### src/rtl/mips_multicycle_ctrl.sv
// rtl/mips_multicycle_ctrl.sv - multicycle MIPS control FSM with memory wait, illegal-op detection and PC enable
module mips_multicycle_ctrl #(
    parameter int ALUCTRL_W = 3,
    parameter bit EN_BNE    = 1'b1,
    parameter bit EN_JAL    = 1'b1
) (
    input  logic                 clk,
    input  logic                 rst,
    input  logic [5:0]           opcode,
    input  logic [5:0]           funct,
    input  logic                 zero,
    input  logic                 mem_ready,
    output logic                 pc_en,
    output logic                 iord,
    output logic                 mem_write,
    output logic                 ir_write,
    output logic                 reg_write,
    output logic [1:0]           reg_dst,
    output logic [1:0]           mem_to_reg,
    output logic                 alu_src_a,
    output logic [1:0]           alu_src_b,
    output logic                 imm_zext,
    output logic [ALUCTRL_W-1:0] alu_control,
    output logic [1:0]           pc_src,
    output logic                 illegal_op,
    output logic [3:0]           state_o
);

    typedef enum logic [3:0] {
        S_FETCH   = 4'd0,
        S_DECODE  = 4'd1,
        S_MEMADR  = 4'd2,
        S_MEMRD   = 4'd3,
        S_MEMWB   = 4'd4,
        S_MEMWR   = 4'd5,
        S_RTEXEC  = 4'd6,
        S_ALUWB   = 4'd7,
        S_BRANCH  = 4'd8,
        S_IMMEXEC = 4'd9,
        S_JUMP    = 4'd10,
        S_JAL     = 4'd11
    } state_e;

    typedef enum logic [2:0] {
        CL_RTYPE = 3'd0,
        CL_LW    = 3'd1,
        CL_SW    = 3'd2,
        CL_BEQ   = 3'd3,
        CL_BNE   = 3'd4,
        CL_ADDI  = 3'd5,
        CL_ANDI  = 3'd6,
        CL_ORI   = 3'd7
    } class_e;

    localparam logic [5:0] OP_RTYPE = 6'h00;
    localparam logic [5:0] OP_J     = 6'h02;
    localparam logic [5:0] OP_JAL   = 6'h03;
    localparam logic [5:0] OP_BEQ   = 6'h04;
    localparam logic [5:0] OP_BNE   = 6'h05;
    localparam logic [5:0] OP_ADDI  = 6'h08;
    localparam logic [5:0] OP_ANDI  = 6'h0C;
    localparam logic [5:0] OP_ORI   = 6'h0D;
    localparam logic [5:0] OP_LW    = 6'h23;
    localparam logic [5:0] OP_SW    = 6'h2B;

    localparam logic [5:0] F_ADD = 6'h20;
    localparam logic [5:0] F_SUB = 6'h22;
    localparam logic [5:0] F_AND = 6'h24;
    localparam logic [5:0] F_OR  = 6'h25;
    localparam logic [5:0] F_SLT = 6'h2A;

    localparam logic [2:0] ALU_ADD = 3'b010;
    localparam logic [2:0] ALU_SUB = 3'b110;
    localparam logic [2:0] ALU_AND = 3'b000;
    localparam logic [2:0] ALU_OR  = 3'b001;
    localparam logic [2:0] ALU_SLT = 3'b111;

    function automatic logic [ALUCTRL_W-1:0] alu_code(input logic [2:0] c);
        return ALUCTRL_W'(c);
    endfunction

    state_e state_q, state_d, cur_state;
    class_e class_q, class_d;

    state_e     dec_state;
    class_e     dec_class;
    logic       dec_illegal;
    logic       funct_legal;
    logic [2:0] rtype_alu;
    logic       imm_class;

    always_ff @(posedge clk) begin
        if (!rst) begin
            state_q <= S_FETCH;
            class_q <= CL_RTYPE;
        end else begin
            state_q <= state_d;
            class_q <= class_d;
        end
    end

    always_comb begin
        funct_legal = 1'b1;
        rtype_alu   = ALU_ADD;
        case (funct)
            F_ADD:   rtype_alu = ALU_ADD;
            F_SUB:   rtype_alu = ALU_SUB;
            F_AND:   rtype_alu = ALU_AND;
            F_OR:    rtype_alu = ALU_OR;
            F_SLT:   rtype_alu = ALU_SLT;
            default: funct_legal = 1'b0;
        endcase
    end

    // Instruction decode; the class is latched in DECODE so later states do not depend on the IR opcode.
    always_comb begin
        dec_state   = S_FETCH;
        dec_class   = CL_RTYPE;
        dec_illegal = 1'b0;
        case (opcode)
            OP_RTYPE: begin
                if (funct_legal) dec_state = S_RTEXEC;
                else             dec_illegal = 1'b1;
            end
            OP_LW:   begin dec_state = S_MEMADR;  dec_class = CL_LW;   end
            OP_SW:   begin dec_state = S_MEMADR;  dec_class = CL_SW;   end
            OP_BEQ:  begin dec_state = S_BRANCH;  dec_class = CL_BEQ;  end
            OP_BNE: begin
                if (EN_BNE) begin
                    dec_state = S_BRANCH;
                    dec_class = CL_BNE;
                end else begin
                    dec_illegal = 1'b1;
                end
            end
            OP_ADDI: begin dec_state = S_IMMEXEC; dec_class = CL_ADDI; end
            OP_ANDI: begin dec_state = S_IMMEXEC; dec_class = CL_ANDI; end
            OP_ORI:  begin dec_state = S_IMMEXEC; dec_class = CL_ORI;  end
            OP_J:    dec_state = S_JUMP;
            OP_JAL: begin
                if (EN_JAL) dec_state = S_JAL;
                else        dec_illegal = 1'b1;
            end
            default: dec_illegal = 1'b1;
        endcase
    end

    assign imm_class = (class_q == CL_ADDI) || (class_q == CL_ANDI) || (class_q == CL_ORI);

    always_comb begin
        state_d     = state_q;
        class_d     = class_q;
        pc_en       = 1'b0;
        iord        = 1'b0;
        mem_write   = 1'b0;
        ir_write    = 1'b0;
        reg_write   = 1'b0;
        reg_dst     = 2'b00;
        mem_to_reg  = 2'b00;
        alu_src_a   = 1'b0;
        alu_src_b   = 2'b01;
        imm_zext    = 1'b0;
        alu_control = alu_code(ALU_ADD);
        pc_src      = 2'b00;
        illegal_op  = 1'b0;

        // Selects show FETCH values while reset is held.
        cur_state = rst ? state_q : S_FETCH;

        case (cur_state)
            S_FETCH: begin
                if (mem_ready) begin
                    ir_write = 1'b1;
                    pc_en    = 1'b1;
                    state_d  = S_DECODE;
                end
            end
            S_DECODE: begin
                alu_src_b  = 2'b11;
                state_d    = dec_state;
                class_d    = dec_class;
                illegal_op = dec_illegal;
            end
            S_MEMADR: begin
                alu_src_a = 1'b1;
                alu_src_b = 2'b10;
                state_d   = (class_q == CL_SW) ? S_MEMWR : S_MEMRD;
            end
            S_MEMRD: begin
                iord = 1'b1;
                if (mem_ready) state_d = S_MEMWB;
            end
            S_MEMWR: begin
                iord      = 1'b1;
                mem_write = 1'b1;
                if (mem_ready) state_d = S_FETCH;
            end
            S_MEMWB: begin
                mem_to_reg = 2'b01;
                reg_write  = 1'b1;
                state_d    = S_FETCH;
            end
            S_RTEXEC: begin
                alu_src_a   = 1'b1;
                alu_src_b   = 2'b00;
                alu_control = alu_code(rtype_alu);
                state_d     = S_ALUWB;
            end
            S_ALUWB: begin
                reg_dst   = imm_class ? 2'b00 : 2'b01;
                reg_write = 1'b1;
                state_d   = S_FETCH;
            end
            S_BRANCH: begin
                alu_src_a   = 1'b1;
                alu_src_b   = 2'b00;
                alu_control = alu_code(ALU_SUB);
                pc_src      = 2'b01;
                pc_en       = zero ^ (class_q == CL_BNE);
                state_d     = S_FETCH;
            end
            S_IMMEXEC: begin
                alu_src_a = 1'b1;
                alu_src_b = 2'b10;
                case (class_q)
                    CL_ANDI: begin alu_control = alu_code(ALU_AND); imm_zext = 1'b1; end
                    CL_ORI:  begin alu_control = alu_code(ALU_OR);  imm_zext = 1'b1; end
                    default: alu_control = alu_code(ALU_ADD);
                endcase
                state_d = S_ALUWB;
            end
            S_JUMP: begin
                pc_src  = 2'b10;
                pc_en   = 1'b1;
                state_d = S_FETCH;
            end
            S_JAL: begin
                pc_src     = 2'b10;
                pc_en      = 1'b1;
                reg_dst    = 2'b10;
                mem_to_reg = 2'b10;
                reg_write  = 1'b1;
                state_d    = S_FETCH;
            end
            default: state_d = S_FETCH;
        endcase

        if (!rst) begin
            pc_en      = 1'b0;
            mem_write  = 1'b0;
            ir_write   = 1'b0;
            reg_write  = 1'b0;
            illegal_op = 1'b0;
        end
    end

    assign state_o = state_q;

endmodule
### config.mk
export PLATFORM = sky130hd
export DESIGN_NAME = mips_multicycle_ctrl
export DESIGN_NICKNAME = d
export VERILOG_FILES = /design/src/rtl/mips_multicycle_ctrl.sv
export SDC_FILE = /design/constraint.sdc
export NUM_CORES = 1
export LEC_CHECK = 0
export ABC_AREA = 1
export CAP_MARGIN = 40
export CORE_UTILIZATION = 37
export DETAILED_ROUTE_END_ITERATION = 12
export GPL_TIMING_DRIVEN = 0
export PLACE_DENSITY = 0.71
export SLEW_MARGIN = 20
export SYNTH_ARGS = -nofsm -noshare
export SYNTH_HDL_FRONTEND = slang
export SYNTH_SLANG_ARGS = --single-unit
### constraint.sdc
create_clock -name clk -period 1.2 [get_ports clk]
set_input_delay 0.24 -clock clk [delete_from_list [all_inputs] [get_ports clk]]
set_output_delay 0.24 -clock clk [all_outputs]
set_load 0.005 [all_outputs]
# Yosys cells after proc, flatten, opt, wreduce, memory -nomap -nowiden
# Cells that the tools add are included.
# W data, S select, Z words.
[word_totals]
ff_bits = 7
out_inout_bits = 23
wordCells = 89
[op_classes]
eq_ne = 33
muxes = 35
bitwise_logic = 1
n_reduce_logical = 18
[op_table]
columns = ["op", "n"]
rows = [
  ["$pmux W4 S6", 2],
  ["$eq A6 B6 Y1 const B", 7],
  ["$pmux W3 S7", 1],
  ["$eq A6 B4 Y1 const B", 3],
  ["$mux W1", 17],
  ["$eq A4 B3 Y1 const B", 4],
  ["$eq A4 B4 Y1 const B", 4],
  ["$mux W4", 4],
  ["$pmux W2 S2", 4],
  ["$reduce_or A2 Y1", 8],
  ["$eq A3 B3 Y1 const B", 4],
  ["$eq A6 B2 Y1 const B", 2],
  ["$eq A6 B3 Y1 const B", 2],
  ["$pmux W3 S4", 1],
  ["$pmux W3 S3", 1],
  ["$reduce_or A9 Y1", 1],
  ["$eq A4 B2 Y1 const B", 2],
  ["$logic_not A6 Y1", 1],
  ["$mux W3", 2],
  ["$ne A2 B2 Y1 const B", 3],
  ["$pmux W2 S3", 1],
  ["$reduce_or A3 Y1", 2],
  ["$reduce_or A5 Y1", 1],
  ["$eq A4 B1 Y1 const B", 1],
  ["other kinds (8)", 9],
]

# Longest topological paths before layout
[depth]
depth_word = 7
ltp_mapped = 10
depth_no_buf = 9

# Least setup slack after synthesis
# Ideal clock, no wire load.
[synth_path]
path_type = "reg2out"
from = "register state_q[1] (netlist: state_o[1])"
to = "output pc_en"
arrival_time_ps = 1112
t_required_ps = 960
slack_ps = -152
path_stages_with_launch = 5
cell_sequence = "dfxtp_1 inv_2 nor3_1 nor2_1 a21oi_1"
[synth_via]
elab_chain_cells = 5
[synth_lines]
columns = ["item", "line_no", "rtl"]
rows = [
  ["from (decl)", "82", "state_e state_q, state_d, cur_state;"],
  ["from (signal assigned)", "97", "state_q <= state_d;"],
  ["$mux W4 (*)", "168", "cur_state = rst ? state_q : S_FETCH;"],
  ["$eq A4 B4 Y1", "170", "case (cur_state)"],
  ["$reduce_or A2 Y1 (no line)", "--", ""],
  ["$pmux W1 S3 (*)", "170", ""],
  ["$mux W1 (*)", "248", "if (!rst) begin"],
  ["to (decl)", "13", "output logic pc_en,"],
]
# Mark *: on every way between the ends. The rest lies on a longest branch, timed or not.

# Final worst setup path
[layout_path]
from = "register state_q[3] (netlist: state_o[3])"
to = "output alu_control[0]"
[layout_via]
elab_chain_cells = 3
[layout_lines]
columns = ["item", "line_no", "rtl"]
rows = [
  ["$mux W4 (*)", "168", ""],
  ["$eq A4 B4 Y1 or $eq A4 B3 Y1 (tied branches)", "170", ""],
  ["$pmux W3 S3 (*)", "170", ""],
  ["to (decl)", "23", "output logic [ALUCTRL_W-1:0] alu_control,"],
]
# Marked as above.

==> impl_metrics.py <==
metrics = {
    "clock_tree": {
        "clockRootBuffer": "clkbuf_4",
        "clkSinkCount": 7,
        "insertion_delay_ps": 260,
        "clock_path_buffers": 2,
        "tritoncts": "done",
        "cts_made_buffers": 3,
        "cts.reportedPaths.clkPinSlew_ps": 60,
        "htree_levels": 1,
    },
    "final_layout": {
        "fin_cells": 274,
        "drive_gt1_share_pct": 55.7,
        "antenna_cells": 0,
        "area_growth_pct": 118,
        "n_fill_cell": 125,
        "fin_area_mm2": 0.00192,
        "nets": 263,
    },
    "yosys": {
        "ys_ff_latch": 7,
        "ys_seq_area_share_pct": 15.9,
        "ys_types": 22,
        "ys_top_cells_by_area": "dfxtp_1, nand3_1, nand2_1, inv_1, nor2_1",
        "synth.avg_cell_area_um2": 5.51,
        "syn_area_um2": 882,
        "syn-num-nets": 176,
        "ys_warn_count": 0,
        "yosysTopAreaCellShare_pct": 15.9,
        "synthCells": 160,
        "synth_top_cell_by_area": "dfxtp_1",
    },
    "pwr": {
        "power_density_mw_per_mm2": 440,
        "total_power_mw": 0.848,
        "leakage_nw": 1.08,
        "vdd_drop_max_mv": 0.863,
    },
    "placement": {
        "port_buffers": 37,
        "detailed_place_hpwl_mm": 2.09,
        "place_congestion": 0.851,
        "place_inst": 225,
        "post_dp_cell_area_mm2": 0.00129,
    },
    "sta": {
        "skew_ps": 17.8,
        "clock.fmax_mhz": 553,
        "fin_crit_ps": 1810,
        "slew_headroom_pct": 80.7,
        "hold_violations": 0,
        "slew_viol_final": 0,
        "final.setup.worst_slack_ps": -610,
        "timing.final.crit_share_pct": 151,
        "worstMarginPinSlew_ps": 289,
        "setup_violations": 27,
        "rsz0062_at_grt": "yes",
    },
    "floorplanning": {
        "die_x_um": 50.8,
        "num_rows": 17,
        "num_io_pins": 39,
        "core_area_mm2": 0.00223,
        "fp.dieH_um": 50.8,
        "fp.dieArea_mm2": 0.00258,
        "initial_core_util_pct": 39.5,
    },
    "setup_path": {
        "crit_required_ps": 960,
        "crit_path_start_kind": "register",
        "crit_path_end_kind": "primary output",
        "cp_max_fo": 4,
        "worstPathArrival_ps": 1570,
        "path_class": "register to primary output",
    },
    "outcome": {
        "status": "finished, violations left",
        "violations": "setup timing",
    },
    "detailed_routing": {
        "antenna_left": 0,
        "vias": 1514,
        "finalWirelength_mm": 4.72,
        "dr.pass1.iters": 5,
        "drc": 0,
        "wl_per_cell_um": 17.2,
        "detail_route.iter0.violations": 53,
        "routed_via_density": 5.53,
    },
    "run": {
        "maxCapViolations": 0,
    },
    "grt": {
        "grt-ovfl-total": 0,
        "grt_pass1_vias": 1372,
        "grt_pass1_wl_mm": 5.84,
        "grt_max_degree": 10,
        "antenna_found_initial": 0,
        "grt_use_total_pct": 30.1,
    },
    "hold_path": {
        "min_path_type": "input port to register",
    },
}
==> critical path: stages, from the launching register on <==
cell     delay [ps]
dfxtp_4         370
nand2_4          80
nor2_4          150
buf_4           130
buf_6           110
nand2_8          60
buf_4           140
o21ai_2         120
buf_2           130
==> cell type report <==
class	count	area (um2)	share of cell area (%)
multi-input cells	121	848	44.1
repair buffers	82	717	37.3
flip-flops and latches	7	155	8.06
inverters	30	120	6.24
well taps	28	35.0	1.82
clock buffers	4	26.3	1.37
plain buffers	2	22.5	1.17
==> where the power goes <==
part	switching, mW	internal (mW)
sequential	0.0192	0.239
clock	0.0951	0.127
combinational	0.189	0.178
total	0.304	0.544
==> logic make-up (layout without fill, tap and decap cells) <==
| group | Yosys count | count (layout) | share of synthesized area [%] |
|---|---|---|---|
| compound gates | 15 | 15 | 9.22 |
| simple gates | 106 | 106 | 59.6 |
| buf+inv | 32 | 118 | 15.3 |
| flops | 7 | 7 | 15.9 |
==> placed cells by master, fill, tap and decap left out <==
master,n
clkbuf_4,3
dfxtp_4,4
dlygate4sd2_1,4
nand2_4,11
dlymetal6s2s_1,2
buf_2,18
nand3_4,2
inv_1,19
nand3_1,19
a21oi_1,4
inv_2,8
nand2_8,1
dfxtp_1,3
nand2_1,20
o21ai_0,2
nor3_2,1
nand3_2,6
nor2_1,12
a31oi_1,2
buf_12,2
buf_6,23
nor3_4,1
nor2_2,6
clkbuf_1,1
buf_4,24
o21ai_2,3
o21ai_1,1
clkdlybuf4s15_1,1
and3_1,1
clkdlybuf4s50_1,10
nor2_8,1
nor3_1,1
inv_4,3
a21oi_2,2
o21ai_4,1
nand2_2,9
or2_0,1
nand4_1,5
nor2_4,8
nand3b_1,1
==> Yosys cell counts <==
library cell,instances
a21oi_1,6
a31oi_1,2
and3_1,1
buf_6,2
dfxtp_1,7
inv_1,26
inv_2,4
nand2_1,35
nand2_2,4
nand2_4,2
nand3_1,27
nand3b_1,1
nand4_1,5
nor2_1,21
nor2_2,3
nor2_4,2
nor2_8,1
nor3_1,2
nor3_2,1
o21ai_0,6
o21ai_2,1
or2_0,1
==> registers in the layout, summed over array words and instances (netlist names) <==
signal,count
state_o,4
class_q,3
==> through the flow <==
step | utilization [%] | hold slack, ps | setup TNS [ps] | setup WS [ps]
CTS | 75.7 | 294 | -9020 | -465
floorplan | - | 449 | -104 | -67.2
finish | 86.2 | 307 | -10670 | -610
global placement | 58.0 | 540 | -12030 | -922
detailed placement | 58.0 | 539 | -12510 | -935
global route | 86.2 | 307 | -11960 | -641
==> worst paths after layout <==
kind	startpoint	endpoint	slack, ps	cells past startpoint
hold / removal	rst	class_q[2]	310	3
setup / recovery	state_o[3]	alu_control[0]	-610	8
setup reg to reg	state_o[0]	state_o[1]	-300	10
hold reg to reg	class_q[0]	class_q[0]	540	2
==> layer usage <==
layer | wire length [um] | track usage [%]
met5 | 0 | 0
met4 | 223 | 8.80
met3 | 274 | 6.55
met2 | 2420 | 60.9
met1 | 1810 | 29.9
==> what timing repair did <==
| item | CTS | global route |
|---|---|---|
| endpoints found under the hold margin | 0 | 0 |
| gates cloned | 1 | 0 |
| pin swaps | 19 | 23 |
| gates resized for setup | 134 | 54 |
| hold buffers | 0 | 0 |
| setup endpoints to repair | 29 | 28 |
| buffers inserted | 29 | 22 |
No activity file was read; power rests on OpenSTA's default activity.
